[config.mk]
export PLATFORM = sky130hd
export DESIGN_NAME = semaforo_multivia
export DESIGN_NICKNAME = d
export VERILOG_FILES = /design/src/rtl/semaforo_multivia.sv
export SDC_FILE = /design/constraint.sdc
export NUM_CORES = 1
export LEC_CHECK = 0
export ABC_AREA = 1
export CAP_MARGIN = 20
export CORE_MARGIN = 3
export CORE_UTILIZATION = 30
export DETAILED_ROUTE_END_ITERATION = 8
export PLACE_DENSITY = 0.62
export SLEW_MARGIN = 20
export SYNTH_ARGS = -nofsm -noshare
export SYNTH_HDL_FRONTEND = slang
export SYNTH_SLANG_ARGS = --single-unit
[constraint.sdc]
create_clock -name clk -period 1.5 [get_ports clk]
set_clock_uncertainty 0.1 [all_clocks]
set_input_delay 0.3 -clock clk [delete_from_list [all_inputs] [get_ports clk]]
set_output_delay 0.3 -clock clk [all_outputs]
set_load 0.05 [all_outputs]
[src/rtl/semaforo_multivia.sv]
// Multi-approach traffic light controller: round-robin green with demand skipping,
// rest-on-green, optional pedestrian phase after the all-red clearance.
module semaforo_multivia #(
  parameter int N_VIAS      = 2,
  parameter int TICK_DIV    = 1000,
  parameter int T_VERDE     = 20,
  parameter int T_AMARILLO  = 4,
  parameter int T_TODO_ROJO = 2,
  parameter int T_PEATON    = 10,
  localparam int FW = (N_VIAS > 1) ? $clog2(N_VIAS) : 1
) (
  input  logic              clk,
  input  logic              rst,
  input  logic              enable,
  input  logic [N_VIAS-1:0] sensor,
  input  logic [N_VIAS-1:0] paso,
  output logic [N_VIAS-1:0] verde,
  output logic [N_VIAS-1:0] amarillo,
  output logic [N_VIAS-1:0] rojo,
  output logic              peaton_ok,
  output logic [7:0]        cuenta,
  output logic [FW-1:0]     fase
);
  localparam int PW = (TICK_DIV > 1) ? $clog2(TICK_DIV) : 1;

  typedef enum logic [1:0] {VERDE, AMARILLO, TODO_ROJO, PEATON} estado_t;

  estado_t           estado_q, estado_d;
  logic [FW-1:0]     fase_q, fase_d, siguiente;
  logic [7:0]        cuenta_q, cuenta_d;
  logic [PW-1:0]     presc_q, presc_d;
  logic [N_VIAS-1:0] demanda_q, demanda_d;
  logic              ped_pend_q, ped_pend_d;
  logic [N_VIAS-1:0] verde_q, verde_d, amarillo_q, amarillo_d, rojo_q, rojo_d;
  logic              peaton_q, peaton_d;
  logic              tick, otras_dem, entra_verde, entra_peaton;
  logic [2*N_VIAS-1:0] rot;
  int                sig_i;

  assign tick      = enable && (presc_q == PW'(TICK_DIV - 1));
  assign otras_dem = |(demanda_q & ~(N_VIAS'(1) << fase_q));

  // rot[k] holds demanda of approach (fase+1+k) mod N; lowest k with demand wins.
  always_comb begin
    rot   = {demanda_q, demanda_q} >> ({1'b0, fase_q} + 1'b1);
    sig_i = int'(fase_q) + 1;
    for (int k = N_VIAS - 1; k >= 1; k--) begin
      if (rot[k-1]) sig_i = int'(fase_q) + k;
    end
    if (sig_i >= N_VIAS) sig_i = sig_i - N_VIAS;
    siguiente = FW'(sig_i);
  end

  always_comb begin
    estado_d     = estado_q;
    fase_d       = fase_q;
    cuenta_d     = cuenta_q;
    presc_d      = presc_q;
    entra_verde  = 1'b0;
    entra_peaton = 1'b0;
    if (enable) presc_d = tick ? '0 : presc_q + 1'b1;
    if (tick) begin
      if (cuenta_q != 8'd1) begin
        cuenta_d = cuenta_q - 8'd1;
      end else begin
        unique case (estado_q)
          VERDE: begin
            if (!otras_dem && !ped_pend_q) begin
              cuenta_d = 8'(T_VERDE);
            end else begin
              estado_d = AMARILLO;
              cuenta_d = 8'(T_AMARILLO);
            end
          end
          AMARILLO: begin
            estado_d = TODO_ROJO;
            cuenta_d = 8'(T_TODO_ROJO);
          end
          TODO_ROJO: begin
            if (ped_pend_q) begin
              estado_d     = PEATON;
              cuenta_d     = 8'(T_PEATON);
              entra_peaton = 1'b1;
            end else begin
              estado_d    = VERDE;
              fase_d      = siguiente;
              cuenta_d    = 8'(T_VERDE);
              entra_verde = 1'b1;
            end
          end
          PEATON: begin
            estado_d    = VERDE;
            fase_d      = siguiente;
            cuenta_d    = 8'(T_VERDE);
            entra_verde = 1'b1;
          end
          default: estado_d = TODO_ROJO;
        endcase
      end
    end

    // Requests keep latching while frozen; a clear on phase entry beats a new set.
    demanda_d = demanda_q | sensor;
    if (entra_verde) demanda_d = demanda_d & ~(N_VIAS'(1) << fase_d);
    ped_pend_d = (ped_pend_q | (|paso)) & ~entra_peaton;

    verde_d    = (estado_d == VERDE)    ? (N_VIAS'(1) << fase_d) : '0;
    amarillo_d = (estado_d == AMARILLO) ? (N_VIAS'(1) << fase_d) : '0;
    rojo_d     = ~(verde_d | amarillo_d);
    peaton_d   = (estado_d == PEATON);
  end

  always_ff @(posedge clk) begin
    if (rst) begin
      estado_q   <= TODO_ROJO;
      fase_q     <= FW'(N_VIAS - 1);
      cuenta_q   <= 8'(T_TODO_ROJO);
      presc_q    <= '0;
      demanda_q  <= '0;
      ped_pend_q <= 1'b0;
      verde_q    <= '0;
      amarillo_q <= '0;
      rojo_q     <= '1;
      peaton_q   <= 1'b0;
    end else begin
      estado_q   <= estado_d;
      fase_q     <= fase_d;
      cuenta_q   <= cuenta_d;
      presc_q    <= presc_d;
      demanda_q  <= demanda_d;
      ped_pend_q <= ped_pend_d;
      verde_q    <= verde_d;
      amarillo_q <= amarillo_d;
      rojo_q     <= rojo_d;
      peaton_q   <= peaton_d;
    end
  end

  assign verde     = verde_q;
  assign amarillo  = amarillo_q;
  assign rojo      = rojo_q;
  assign peaton_ok = peaton_q;
  assign cuenta    = cuenta_q;
  assign fase      = fase_q;
endmodule
==> flow_summary.toml <==
[outcome]
status = "finished, violations left"
violations = "setup timing"

[place]
dp_cells = 329
post-dp-hpwl_um = 2750
gp_congestion = 0.786
numPortBuffers = 22

[routing]
drt_iter0_drc = 103
routed_wl_um = 3840
drc_errors = 0
via_per_inst = 4.48
via_count = 1549
ant_nets = 0
dr.pass1.iters = 4
post_drt_wl_per_cell_um = 11.1

[cells_and_area]
instances_no_fill = 346
drive_gt1_frac = 0.438
diodes = 0
nNetsFinal = 290
n_fill_cell = 396
area_growth_pct = 74.8

[grt]
grt_pass1_vias = 1469
grt.overflow.total = 0
grt_pass1_wl_um = 6440
antenna_found_initial = 0
grt_max_degree = 12
grt_use_total = 0.136

[cts]
worstSkewPairLatency_ns = 0.28
clockBufferDepth = 2
cts_made_buffers = 5
cts_max_level = 2
cts-root-buf = "clkbuf_8"
clk_pin_slew_ns = 0.07
cts_tree = "yes"
clock_sinks = 31
hold_buffers = 0

[timing]
rsz0062_at_grt = "yes"
finalSetupViolCount = 14
fin_crit_ns = 1.61
fmax_ghz = 0.621
tightest_slew_ns = 0.310
slew_viol_final = 0
fin_ws_ns = -0.111
hold_viol = 0
period_share = 1.07
max_slew_margin = 0.792

[floorplan]
dieArea_mm2 = 0.00577
core_area_mm2 = 0.00453
initial_core_util = 0.324
die_w_um = 75.9
die_y_um = 75.9
pin_count = 23
num_rows = 24

[synth]
synth_area_leaders = "dfxtp_1 42%, nand2_1 10%, nor2_1 8.4%"
yosys_warnings = 0
synth_cell_types = 24
synth_cells = 206
syn_nets = 216
yosys.area.top_type_share = 0.423
ys_seq_area_frac = 0.423
syn_avg_cell_area_um2 = 7.12
ys_ff_latch = 31
synth_area_mm2 = 0.00147
synth_top_area_cell = "dfxtp_1"

[worst_setup_path]
cp_common_cell = "nor2_4"
critPathSlowestCell = "dfxtp_2"
critPathLaunchType = "flop"
critPathRequiredTime_ns = 1.57
crit_path_end_kind = "flop"
crit_chain = "ha_4 > nand2_4 > nor2_4 > nand3_4 > nor2_4 > nor2_4 > nor2_4 > buf_6 > nand3_2"
max_stage_delay_ns = 0.36
crit_type = "reg2reg"
cp_max_fo = 5
arrival_ns = 1.68

[power]
power_mw = 1.79
ir_drop_mv = 0.466
leakagePower_nw = 1.10
powerDensity_mw_per_mm2 = 697

[min_path]
hold_path_class = "reg2reg"

[job]
drv_cap = 0
-- flip-flops by register name, summed over array words and instances, names as in the netlist --
name / cells
estado_q: 2
cuenta: 8
peaton_ok: 1
amarillo: 2
ped_pend_q: 1
rojo: 2
presc_q: 10
fase: 1
verde: 2
demanda_q: 2
-- cell families (layout without fill, tap and decap cells) --
kind of cell	Yosys count	after routing	share of synthesized area
and+or+nand+nor	110	110	0.345
DFF	31	31	0.423
buffers and inverters	31	106	0.0801
AOI/OAI and AO/OA	25	25	0.0904
xor gates and xnor gates	6	6	0.0358
adders and majority gates	3	3	0.0256
-- placed cells by master (no fill, tap or decap), types with 5 or more instances in the layout --
cell,count
a21oi_1,8
buf_12,16
buf_4,45
xor2_1,5
nor2_2,8
dfxtp_2,9
dfxtp_1,20
inv_1,25
nand3_1,12
nand2_1,33
clkbuf_8,6
o21ai_0,9
nor3_1,6
nand2_2,7
clkdlybuf4s50_1,5
nor2_1,24
nor2_4,9
-- layer usage --
layer	track usage	up-vias	share of wire
li1	-	801	-
met1	0.168	715	0.44
met2	0.227	27	0.50
met4	0.0507	0	0.016
met5	0	-	0
met3	0.0379	6	0.039
-- worst max-delay path, delay by kind of cell, from the launching register on --
family / cells / cell delay, ns
fa+ha+maj: 1 / 0.15
buf+inv: 1 / 0.12
flops: 1 / 0.36
simple gates: 7 / 0.76
-- cell usage after synthesis, drive strengths merged --
library cell,instances
a31oi,1
xor2,5
o21ai,12
dfxtp,31
a21oi,9
nand2,42
ha,3
nor2,41
xnor2,1
inv,30
o31ai,2
o22ai,1
nand3b,1
nand4,2
nor3,8
buf,1
nand3,16
-- per-stage QoR --
step                      hold slack, ns  instance area, µm²  TNS (ns)   util  worst slack (ns)
after global routing               0.465                2560     -2.87  0.566            -0.206
after CTS                          0.420                2460    -0.275  0.542           -0.0846
after detailed placement           0.408                2250    -10.68  0.497            -0.458
after global placement             0.402                2250     -9.39  0.497            -0.408
final                              0.431                2560    -0.871  0.566            -0.111
after floorplan                    0.272                1520         0      -           0.00250
-- final cells by class --
class,count,area (µm²),area share
clock inverter,2,35.0,0.0137
clock buffer,6,82.6,0.0322
sequential,31,639,0.249
inverter,30,115,0.0449
tap,65,81.3,0.0317
multi-input combinational,144,883,0.344
timing repair buffer,68,728,0.284
-- report_power, final --
part | leakage, nW | switching, mW | internal [mW]
registers | 0.255 | 0.00868 | 0.831
logic | 0.780 | 0.0465 | 0.0542
clock network | 0.0612 | 0.310 | 0.537
total | 1.10 | 0.365 | 1.42
-- path summary, 6_finish.rpt --
check / startpoint / endpoint / slack (ns) / depth (start not counted)
worst max-delay path: presc_q[0]$_SDFFE_PP0P_ / rojo[0]$_SDFF_PP1_ / -0.11 / 9
worst min-delay path: presc_q[8]$_SDFFE_PP0P_ / presc_q[8]$_SDFFE_PP0P_ / 0.43 / 2
worst max register to register: presc_q[0]$_SDFFE_PP0P_ / rojo[0]$_SDFF_PP1_ / -0.11 / 9
worst min register to register: presc_q[8]$_SDFFE_PP0P_ / presc_q[8]$_SDFFE_PP0P_ / 0.43 / 2
-- timing repair --
| item | 4_1_cts | 5_1_grt |
|---|---|---|
| gates resized for setup | 16 | 21 |
| pin swaps | 9 | 13 |
| endpoints found under the setup margin | 26 | 28 |
| setup buffers | 5 | 4 |
Power figures use the tool's default switching activity.
